===== src/rtl/sc_plateau_trigger.sv =====
// Schmidl&Cox plateau detector: joins metric and phase streams, counts a run of
// metric samples at or above threshold and emits a one-beat trigger followed by holdoff.
module sc_plateau_trigger #(
    parameter int         WIDTH_METRIC   = 16,
    parameter int         WIDTH_PHASE    = 24,
    parameter int         WIDTH_TRIG     = 16,
    parameter int         MAX_LEN_LOG2   = 10,
    parameter logic [7:0] SR_THRESHOLD   = 8'd0,
    parameter logic [7:0] SR_PLATEAU_LEN = 8'd1,
    parameter logic [7:0] SR_HOLDOFF     = 8'd2
) (
    input  logic                                clk,
    input  logic                                reset,
    input  logic                                clear,
    input  logic                                set_stb,
    input  logic [7:0]                          set_addr,
    input  logic [31:0]                         set_data,
    input  logic [WIDTH_METRIC-1:0]             d_metric_tdata,
    input  logic                                d_metric_tlast,
    input  logic                                d_metric_tvalid,
    output logic                                d_metric_tready,
    input  logic [WIDTH_PHASE-1:0]              phase_tdata,
    input  logic                                phase_tvalid,
    output logic                                phase_tready,
    output logic [WIDTH_TRIG+WIDTH_PHASE-1:0]   o_tdata,
    output logic                                o_tlast,
    output logic                                o_tvalid,
    input  logic                                o_tready,
    input  logic                                eof
);

    localparam logic [0:0] ST_SEARCH  = 1'b0;
    localparam logic [0:0] ST_HOLDOFF = 1'b1;

    localparam logic [MAX_LEN_LOG2-1:0] RUN_MAX  = {MAX_LEN_LOG2{1'b1}};
    localparam logic [MAX_LEN_LOG2-1:0] PLEN_RST = MAX_LEN_LOG2'(64);
    localparam logic [MAX_LEN_LOG2-1:0] HOLD_RST = MAX_LEN_LOG2'(160);

    function automatic logic [MAX_LEN_LOG2-1:0] sat_inc(input logic [MAX_LEN_LOG2-1:0] v);
        return (v == RUN_MAX) ? v : v + MAX_LEN_LOG2'(1);
    endfunction

    logic [WIDTH_METRIC-1:0]   thr;
    logic [MAX_LEN_LOG2-1:0]   plen;
    logic [MAX_LEN_LOG2-1:0]   holdoff;

    logic [0:0]                state, state_nxt;
    logic [MAX_LEN_LOG2-1:0]   run_cnt, run_nxt;
    logic [MAX_LEN_LOG2-1:0]   hcnt, hcnt_nxt;
    logic [WIDTH_PHASE-1:0]    held_phase;
    logic                      eof_pend;

    logic                      out_free, fire, eof_eff, trig_p0, above_p0, eval_search;
    logic [MAX_LEN_LOG2-1:0]   plen_eff, run_base, run_inc;
    logic signed [WIDTH_METRIC-1:0] metric_s, thr_s;
    logic                      unused_set_bits;

    assign unused_set_bits = ^set_data;

    always_ff @(posedge clk or posedge reset) begin
        if (reset) begin
            thr     <= '0;
            plen    <= PLEN_RST;
            holdoff <= HOLD_RST;
        end else if (set_stb) begin
            case (set_addr)
                SR_THRESHOLD:   thr     <= set_data[WIDTH_METRIC-1:0];
                SR_PLATEAU_LEN: plen    <= set_data[MAX_LEN_LOG2-1:0];
                SR_HOLDOFF:     holdoff <= set_data[MAX_LEN_LOG2-1:0];
                default: ;
            endcase
        end
    end

    // Join: both streams pop together only when the output register can take a beat.
    assign out_free        = ~o_tvalid | o_tready;
    assign d_metric_tready = out_free & phase_tvalid & ~clear;
    assign phase_tready    = out_free & d_metric_tvalid & ~clear;
    assign fire            = d_metric_tvalid & phase_tvalid & out_free & ~clear;

    assign metric_s = d_metric_tdata;
    assign thr_s    = thr;
    assign above_p0 = metric_s >= thr_s;
    assign plen_eff = (plen == '0) ? MAX_LEN_LOG2'(1) : plen;
    // An eof seen during a stall is remembered so it still acts on the next fire.
    assign eof_eff  = eof | eof_pend;

    always_comb begin
        state_nxt   = state;
        run_nxt     = run_cnt;
        hcnt_nxt    = hcnt;
        trig_p0     = 1'b0;
        eval_search = 1'b0;
        run_base    = run_cnt;
        run_inc     = '0;
        if (state == ST_HOLDOFF) begin
            run_base = '0;
            if (eof_eff) begin
                eval_search = 1'b1;
            end else if (hcnt == '0) begin
                state_nxt = ST_SEARCH;
                run_nxt   = '0;
            end else begin
                hcnt_nxt = hcnt - MAX_LEN_LOG2'(1);
            end
        end else begin
            eval_search = 1'b1;
        end
        if (eval_search) begin
            state_nxt = ST_SEARCH;
            run_inc   = sat_inc(run_base);
            if (!above_p0) begin
                run_nxt = '0;
            end else if (run_inc == plen_eff) begin
                trig_p0   = 1'b1;
                state_nxt = ST_HOLDOFF;
                hcnt_nxt  = holdoff;
                run_nxt   = '0;
            end else begin
                run_nxt = run_inc;
            end
        end
    end

    // Output register stage: one beat per consumed pair.
    always_ff @(posedge clk or posedge reset) begin
        if (reset) begin
            state      <= ST_SEARCH;
            run_cnt    <= '0;
            hcnt       <= '0;
            held_phase <= '0;
            eof_pend   <= 1'b0;
            o_tvalid   <= 1'b0;
            o_tdata    <= '0;
            o_tlast    <= 1'b0;
        end else if (clear) begin
            state      <= ST_SEARCH;
            run_cnt    <= '0;
            hcnt       <= '0;
            held_phase <= '0;
            eof_pend   <= 1'b0;
            o_tvalid   <= 1'b0;
        end else if (fire) begin
            state    <= state_nxt;
            run_cnt  <= run_nxt;
            hcnt     <= hcnt_nxt;
            eof_pend <= 1'b0;
            o_tvalid <= 1'b1;
            o_tlast  <= d_metric_tlast;
            o_tdata  <= {WIDTH_TRIG'(trig_p0), trig_p0 ? phase_tdata : held_phase};
            if (trig_p0)
                held_phase <= phase_tdata;
        end else begin
            if (o_tready)
                o_tvalid <= 1'b0;
            if (eof && state == ST_HOLDOFF)
                eof_pend <= 1'b1;
        end
    end

endmodule


===== config.mk =====
export PLATFORM = sky130hd
export DESIGN_NAME = sc_plateau_trigger
export DESIGN_NICKNAME = d
export VERILOG_FILES = /design/src/rtl/sc_plateau_trigger.sv
export SDC_FILE = /design/constraint.sdc
export NUM_CORES = 1
export LEC_CHECK = 0
export BUFFER_PORTS_ARGS = -buffer_cell sky130_fd_sc_hd__buf_2
export CAP_MARGIN = 0
export CELL_PAD_IN_SITES_DETAIL_PLACEMENT = 0
export CELL_PAD_IN_SITES_GLOBAL_PLACEMENT = 1
export CORE_MARGIN = 5
export CORE_UTILIZATION = 41
export CTS_CLUSTER_DIAMETER = 60
export DETAILED_ROUTE_END_ITERATION = 8
export PLACE_DENSITY_LB_ADDON = 0.1
export RECOVER_POWER = 50
export SLEW_MARGIN = 20
export SYNTH_ARGS = -nofsm -noshare
export SYNTH_HDL_FRONTEND = slang
export SYNTH_SLANG_ARGS = --single-unit

===== constraint.sdc =====
create_clock -name clk -period 4.2 [get_ports clk]
set_clock_uncertainty 0.15 [all_clocks]
set_input_delay 0.42 -clock clk [delete_from_list [all_inputs] [get_ports clk]]
set_output_delay 0.42 -clock clk [all_outputs]
set_load 0.01 [all_outputs]

Yosys cells after proc, flatten, opt, wreduce, memory -nomap -nowiden
Cells that the tools add are included.

storage, ports and cells
  register bits after elaboration = 109
  word-level logic and storage cells = 83
  bits of input ports = 89
  output and inout bits = 44

cells by class
  magnitude comparators = 1
  $add $sub $neg = 2
  reduce and logical (&&, ||, !) cells = 14
  bitwise gates (word level) = 11
  equal/unequal tests = 5
  multiplexer cells = 39

operators by type and width
  cell                                                 number
  2-to-1 mux 10 bit                                    19
  2-to-1 mux 24 bit                                    3
  zero test 10 bit                                     2
  2-to-1 mux 1 bit                                     17
  >= comparator 16 bit                                 1
  nonzero test 3 bit                                   4
  adder 10 x 1 -> 10 bit, second input constant        1
  equality test 10 bit                                 1
  equality test 10 bit, second input constant          1
  subtractor 10 x 1 -> 10 bit, second input constant   1
  equality test 8 x 1 -> 1 bit, second input constant  1
  equality test 8 x 2 -> 1 bit, second input constant  1
  zero test 8 bit                                      1
  AND reduction 2 bit                                  4
  AND 1 bit                                            7
  AND reduction 4 bit                                  1
  != test 3 x 2 -> 1 bit, second input constant        1
  inverter 1 bit                                       2
  bitwise OR 1 bit                                     2
  nonzero test 2 bit                                   1
  logical AND 1 bit                                    1

Longest topological paths before layout
Gate-level depths: netlist of the first run.

  word-level depth = 10
  gate-level depth with buffers = 14
  gate-level depth less buffers = 10

Worst setup path after synthesis of the first run
OpenSTA, ideal clock, no wires.

  path type = register to register
  start = register state
  end = register o_tdata[0]
  path slack = 0.530 ns
  required time = 3.918 ns
  data arrival time = 3.388 ns
  stages on the path, launching flop included = 14
  buffers on the path = 3
  clock period less this slack = 3.670 ns
  path through = dfrtp_1 buf_2 clkbuf_1 nor2b_1 ha_1 nand3b_4 o211a_1 or4_1 a311o_1 o21bai_1 nor4_4 buf_4 mux2i_1 o21ai_1

between the ends
  cells in the longest elaborated chain, start to end = 8

ends and longest elaborated chain
  element                                                                line  text
  start, declared                                                        47    logic [0:0] state, state_nxt;
  start signal, assigned                                                 144   state <= state_nxt;
  2-to-1 mux 10 bit                                                      96    if (state == ST_HOLDOFF) begin
  adder 10 x 1 -> 10 bit / equality test 10 bit (equally long branches)  40    return (v == RUN_MAX) ? v : v + MAX_LEN_LOG2'(1);
  2-to-1 mux 10 bit                                                      40
  equality test 10 bit                                                   114   end else if (run_inc == plen_eff) begin
  2-to-1 mux 1 bit                                                       114
  2-to-1 mux 1 bit                                                       112   if (!above_p0) begin
  2-to-1 mux 1 bit (*)                                                   109   if (eval_search) begin
  2-to-1 mux 24 bit (*)                                                  -
  end signal, assigned                                                   150   o_tdata <= {WIDTH_TRIG'(trig_p0), trig_p0 ? phase_tdata : held_phase};
  end, declared                                                          25    output logic [WIDTH_TRIG+WIDTH_PHASE-1:0] o_tdata,

Every way passes the cells marked *; elsewhere a longest branch is shown, timed or not.
A chain may end at the register's enable or synchronous reset.

Worst setup path in the final report of the first run
  start = register run_cnt[0]
  end = register o_tdata[12]

between the ends
  cells in the longest elaborated chain, start to end = 8

ends and longest elaborated chain
  element                                                                line  text
  start, declared                                                        48    logic [MAX_LEN_LOG2-1:0] run_cnt, run_nxt;
  start signal, assigned                                                 145   run_cnt <= run_nxt;
  2-to-1 mux 10 bit (*)                                                  96
  adder 10 x 1 -> 10 bit / equality test 10 bit (equally long branches)  40
  2-to-1 mux 10 bit (*)                                                  40
  equality test 10 bit (*)                                               114
  2-to-1 mux 1 bit (*)                                                   114
  2-to-1 mux 1 bit (*)                                                   112
  2-to-1 mux 1 bit (*)                                                   109
  2-to-1 mux 24 bit (*)                                                  -

Marked as above.

==> results of run 1 <==
where the power goes:
part | switching [mW] | internal (mW) | total (mW)
sequential | 0.0449 | 1.13 | 1.18
clock | 0.379 | 0.480 | 0.860
combinational | 0.296 | 0.194 | 0.490
per-layer routing:
| layer | track usage (%) | vias to the layer above |
|---|---|---|
| met1 | 22.8 | 2208 |
| met4 | 6.55 | 0 |
| met5 | 0 | - |
| li1 | - | 2260 |
| met2 | 26.9 | 109 |
| met3 | 2.82 | 13 |
tightest hold or removal path, delay by kind of cell:
family        cells  cell delay, ns
simple gates      2            0.08
buf+inv           1            0.07
layout make-up:
cell class	count	area, µm²	share of cell area (%)
Inverter	24	91.3	1.37
Clock inverter	4	55.1	0.826
Multi-Input combinational cell	425	2740	41.1
Timing Repair Buffer	114	579	8.69
Sequential cell	109	2730	41.0
Clock buffer	11	243	3.64
Tap cell	180	225	3.38
registers in the layout, summed over array words and instances, names as in the netlist:
register / count
plen: 10
state: 1
held_phase: 24
holdoff: 10
run_cnt: 10
eof_pend: 1
o_tdata: 25
thr: 16
o_tvalid: 1
hcnt: 10
o_tlast: 1
final timing paths:
check | startpoint | endpoint
min | d_metric_tlast | o_tlast$_DFFE_PP0P_
max in group asynchronous | reset | o_tdata[9]$_DFFE_PP0P_
min in group asynchronous | reset | held_phase[21]$_DFFE_PP0N_
max | run_cnt[0]$_DFFE_PP0P_ | o_tdata[12]$_DFFE_PP0P_
max reg2reg | run_cnt[0]$_DFFE_PP0P_ | o_tdata[12]$_DFFE_PP0P_
min reg2reg | o_tlast$_DFFE_PP0P_ | o_tlast$_DFFE_PP0P_
metrics by stage:
step,area (µm²),util (%)
floorplan,5800,-
global placement,6390,46.2
detailed placement,6390,46.2
CTS,6700,48.5
global route,6660,48.2
finish,6660,48.2
cells by family (layout without fill, tap and decap cells):
group           Yosys count  count (layout)  share of synthesized area, %
buf+inv                  70             153                          6.03
flops                   109             109                          47.5
compound gates          140             140                          14.7
xor+xnor                 10              10                          1.52
mux                      50              50                          9.18
fa+ha+maj                18              18                          3.92
simple gates            192             192                          17.1
other cells               1              15                        0.0652
synth_stat cells, types with 3 or more instances:
cell type and number:
dfrtp_1 106, nand2_1 84, o21ai_1 47, mux2i_1 28, o21ai_0 28, inv_1 24
mux2_2 22, a21oi_1 21, clkbuf_1 21, ha_1 18, nor2_1 18, nor3_1 18
buf_4 16, nand3_1 13, nor2b_1 10, buf_2 7, and2_1 6, o41ai_1 6
a22o_1 5, nand4_1 5, nand4b_1 5, xnor2_1 5, xor2_1 5, a31oi_1 4
and4_1 4, nor4_1 4, or2_2 4, dfstp_2 3, nand2b_1 3, o2bb2ai_1 3
o31ai_1 3, or3_1 3
placed cells by master, fill, tap and decap left out, types with 10 or more instances in the layout:
cell      synthesis  routed
nor2b_1          10      10
nor3_1           18      17
a21oi_1          21      21
o21ai_1          47      47
nor2_1           18      17
nand3_1          13      12
nand2_1          84      84
clkbuf_1         21      28
inv_1            24      23
o21ai_0          28      28
ha_1             18      18
dfrtp_1         106     106
mux2i_1          28      28
buf_2             7      74
conb_1            1      15
mux2_2           22      22
==> metrics.csv, run 1 <==
metric,value,unit
status,"complete, but fails checks",
violations,"max-capacitance violations, max-slew violations",
die-height,128,µm
worst_slack,0.390,ns
min_path_cells,3,
path_max_fanout,43,
wl_met1,6380,µm
period_minus_slack,3.81,ns
rows,43,
worst_path_largest_cell_delay,0.61,ns
power_density,380,mW/mm²
critPathTopFamily,simple AND/OR/NAND/NOR gates,
cap_violations,1,
synth_ff_type,dfrtp_1,
preCtsSetupSlack,0.434,ns
postCtsHoldBufs,1,
drv_slew,43,
die_area,0.0165,mm²
nNetsFinal,790,
relSlewSlack,-27.9,%
ctsResizeCount,0,
cp_slowest_cell,or4_1,
place_congestion,0.851,
area_delta_synth_final,15.9,%
wl,13600,µm
ys_seq_elements,109,
highest_layer,met4,
netlist_area,0.00575,mm²
yosysWarnings,0,
diodes,0,
clk_path_buf_depth,2,
grt_overflow,0,
critical_path_buf_inv_count,1,
post-cts-setup-buffer-count,0,
die_x,128,µm
route.met3.wl,550,µm
finalCritPeriodShare,90.7,%
avgSynthCellArea,9.75,µm²
cp-start-kind,register,
core,0.0138,mm²
htreeDepth,3,
required,4.25,ns
vias,4590,
crit_arrival,3.86,ns
start_util,41.6,%
netlist_top_cells_area,"dfrtp_1 (46%), nand2_1 (5.5%), mux2i_1 (4.9%)",
finalHoldViolCount,0,
synth_cells,590,
synth_enable_flop_cells,0,
route.met2.wl,6440,µm
cellLeakagePower,3.12,nW
grt_setup_unrepaired,false,
yosysSeqAreaShare,47.5,%
cp-end-kind,register,
fmax,262,MHz
netlist.area_leader.share,46.1,%
drive_gt1_share,19.9,%
drtIter0Drc,411,
grt_max_degree,84,
fin_tns_setup,0,ns
numPortBuffers,101,
async_flop_share,100,%
synth_cell_types,62,
crit_path_cell_trace,nor2b_1 -> ha_1 -> a31oi_1 -> a311oi_1 -> or3_1 -> nand4_1 -> or4_1 -> nor4_4 -> buf_12 -> mux2i_1 -> o21ai_1,
first_pass_iters,5,
cts_buffers,9,
total_power,2.53,mW
via_per_inst,5.29,
nFillCells,1313,
clock_sinks,109,
setup_violations,0,
critical_path_cell_count,11,
io_pins,133,
worstSkewPairLatency,0.35,ns
hold_ws,0.108,ns
ir_drop,0.000205,V
yosys.area.top_type,dfrtp_1,
detail_route.wl_per_cell,15.7,µm
dp_hpwl,9890,µm
grt_pass1_vias,4503,
rrSetupSlack,0.39,ns
place_inst,851,
stdcell_count,867,
worst_r2r_path_depth,11,
critPathKind,reg2reg,
detail-route-antenna-nets,0,
grt_usage,16.8,%
grt_antenna_before_repair,0,
grt_pass1_wl,22200,µm
cts_root_buf,clkbuf_16,
worst_pin_slew,1.91,ns
cts_tree,yes,
route.detailed.drc,0,
min_path_type,in2reg,
clk_pin_slew_worst_paths,0.07,ns
No activity file was read; power rests on OpenSTA's default activity.
==> run 2: changes to the inputs <==
Settings changed: ABC_AREA set to 1, BUFFER_PORTS_ARGS -buffer_cell sky130_fd_sc_hd__buf_2 to -buffer_cell sky130_fd_sc_hd__clkbuf_2, CORE_UTILIZATION 41 to 40, SETUP_SLACK_MARGIN set to 0.15.
==> run 2 against run 1 <==
Net effect:
- the flow still finishes with violations (max-capacitance violations, max-slew violations)
- non-clock buffer count fell by 7
- sequential share of layout area fell by 1.9 points
- critical path depth rose by 4
- final area rose by 4.8%
- final cell count rose by 20%
- via count rose by 14%
- core utilization fell by 2.1 points
- count of clock-buffer cells in the layout fell by 1
==> metrics.csv, run 2 <==
metric,value,unit
status,"complete, but fails checks",
violations,"max-capacitance violations, max-slew violations",
die_area,0.0179,mm²
multiInputGateArea,0.00286,mm²
critPathLaunch,state$_DFFE_PP0N_,
htreeDepth,3,
area_delta_synth_final,13.8,%
yosysSeqAreaShare,44.5,%
wl,15000,µm
netlist_area,0.00614,mm²
io_pins,133,
setup_violations,0,
critPathKind,reg2reg,
ys_top_cells_by_count,"nand2_1 (186), nand3_1 (123), dfrtp_1 (106)",
post-cts-setup-buffer-count,0,
cp-start-kind,register,
synth_cells,760,
place_congestion,0.841,
path_max_fanout,35,
cts_tree,yes,
yosysWarnings,0,
route.detailed.drc,0,
vias,5234,
cellLeakagePower,3.63,nW
netlist.area_leader.share,43.2,%
grt_pass1_wl,25100,µm
numPortBuffers,101,
cts_buffers,9,
yosys.area.top_type,dfrtp_1,
clk_pin_slew_worst_paths,0.08,ns
clock_sinks,109,
worst_path_largest_cell_delay,0.59,ns
grt_antenna_before_repair,0,
nNetsFinal,952,
clk_path_buf_depth,2,
grt_max_degree,70,
cp-end-kind,register,
largest_register_ffs,25,
reg.largest.list,"o_tdata: 25 flops, held_phase: 24 flops, thr: 16 flops",
core,0.0151,mm²
cts_root_buf,clkbuf_16,
crit_path_cell_trace,nor2_1 -> ha_1 -> nand2_1 -> nor2_4 -> nand3_4 -> nand3_1 -> nand2_1 -> nand2_1 -> nand2_1 -> nor2_2 -> nand3_4 -> nor2_8 -> nand3_1 -> nand3_1 -> nand2_1,
netlist_top_cells_area,"dfrtp_1 (43%), nand2_1 (11%), nand3_1 (10%)",
hold_path.startpoint,d_metric_tlast,
crit_arrival,3.59,ns
start_util,40.5,%
worst_pin_slew,2.72,ns
via_per_inst,5.04,
min_path_type,in2reg,
drive_gt1_share,17.9,%
avgSynthCellArea,8.08,µm²
grt_pass1_vias,5082,
grt_setup_unrepaired,false,
ctsResizeCount,0,
cp_slowest_cell,nor2_8,
grt_overflow,0,
final_cell_mix,"nand2_1 (185), nand3_1 (123), dfrtp_1 (106)",
async_flop_share,100,%
die_x,134,µm
relSlewSlack,-81.6,%
yosysMostFrequentCell,nand2_1,
fmax,285,MHz
dp_hpwl,10400,µm
diodes,0,
required,4.29,ns
period_minus_slack,3.51,ns
synth_cell_types,37,
final_common_cell,nand2_1,
finalCritPeriodShare,83.5,%
postPlaceCellArea,0.00670,mm²
detail-route-antenna-nets,0,
worst_r2r_path_depth,15,
rr_startpoint,state$_DFFE_PP0N_,
synth_enable_flop_cells,0,
hold-path-endpoint,o_tlast$_DFFE_PP0P_,
final_area,0.00699,mm²
drtIter0Drc,340,
ir_drop,0.000234,V
rows,45,
first_pass_iters,5,
crit_path_frequent_cell,nand2_1,
r2r_end,hcnt[3]$_DFFE_PP0N_,
detail_route.wl_per_cell,14.4,µm
top_register,o_tdata,
power_density,367,mW/mm²
grt_usage,17.0,%
seq_area,0.00273,mm²
min_path_cells,3,
finalHoldViolCount,0,
drv_slew,70,
cap_violations,1,
worstSkewPairLatency,0.35,ns
rrSetupSlack,0.69,ns
postCtsHoldBufs,0,
synth_ff_type,dfrtp_1,
ys_seq_elements,109,
nFillCells,1559,
fin_tns_setup,0,ns
die-height,134,µm
run 2: worst max path at each step:
stage	end	slack, ns	cells past startpoint
2_1_floorplan	eof_pend$_DFFE_PP0P_	0.76	1
3_3_place_gp	o_tdata[6]$_DFFE_PP0P_	0.55	13
3_5_place_dp	o_tdata[11]$_DFFE_PP0P_	0.49	15
4_1_cts	o_tdata[11]$_DFFE_PP0P_	0.47	15
5_1_grt	plen[2]$_DFFE_PP0P_	0.30	3
6_report	hcnt[3]$_DFFE_PP0N_	0.69	15
run 2: cell type report:
type | count | share of cell area [%]
clock buffer | 10 | 3.28
sequential | 109 | 39.1
multi-input combinational | 529 | 40.9
tap | 188 | 3.37
timing repair buffer | 107 | 7.50
inverter | 89 | 4.78
clock inverter | 6 | 1.07
run 2: per-layer routing:
metal | vias to the layer above | share of wire [%] | global-route usage [%]
met2 | 95 | 48 | 27.9
met3 | 5 | 4.0 | 3.94
met1 | 2486 | 48 | 23.5
li1 | 2648 | - | -
met4 | 0 | 0.47 | 2.63
met5 | - | 0 | 0
run 2: report_power, final:
group / switching (mW) / total (mW) / internal (mW)
clock network: 0.415 / 0.890 / 0.476
logic: 0.334 / 0.493 / 0.159
registers: 0.0508 / 1.18 / 1.13
run 2: critical path, delay by kind of cell, from the launching register on:
| family | cells | cell delay (ns) |
|---|---|---|
| simple gates | 14 | 2.54 |
| fa+ha+maj | 1 | 0.23 |
| flops | 1 | 0.46 |
run 2: kinds of logic after synthesis:
family          share of synthesized area, %
simple gates                            34.5
buf+inv                                 10.2
flops                                   44.5
compound gates                          5.91
fa+ha+maj                               3.67
xor+xnor                                1.14
other cells                           0.0611
run 2: per-stage QoR:
step | hold WS (ns) | std cells | setup WS, ns | power (mW) | utilization, %
after floorplan | 0.303 | 774 | 0.761 | 1.55 | -
after global placement | 0.306 | 1022 | 0.554 | 1.70 | 44.2
after detailed placement | 0.316 | 1022 | 0.493 | 1.70 | 44.2
after CTS | 0.0962 | 1038 | 0.469 | 2.61 | 46.3
after global routing | 0.111 | 1038 | 0.300 | 2.71 | 46.1
final | 0.113 | 1038 | 0.692 | 2.56 | 46.1
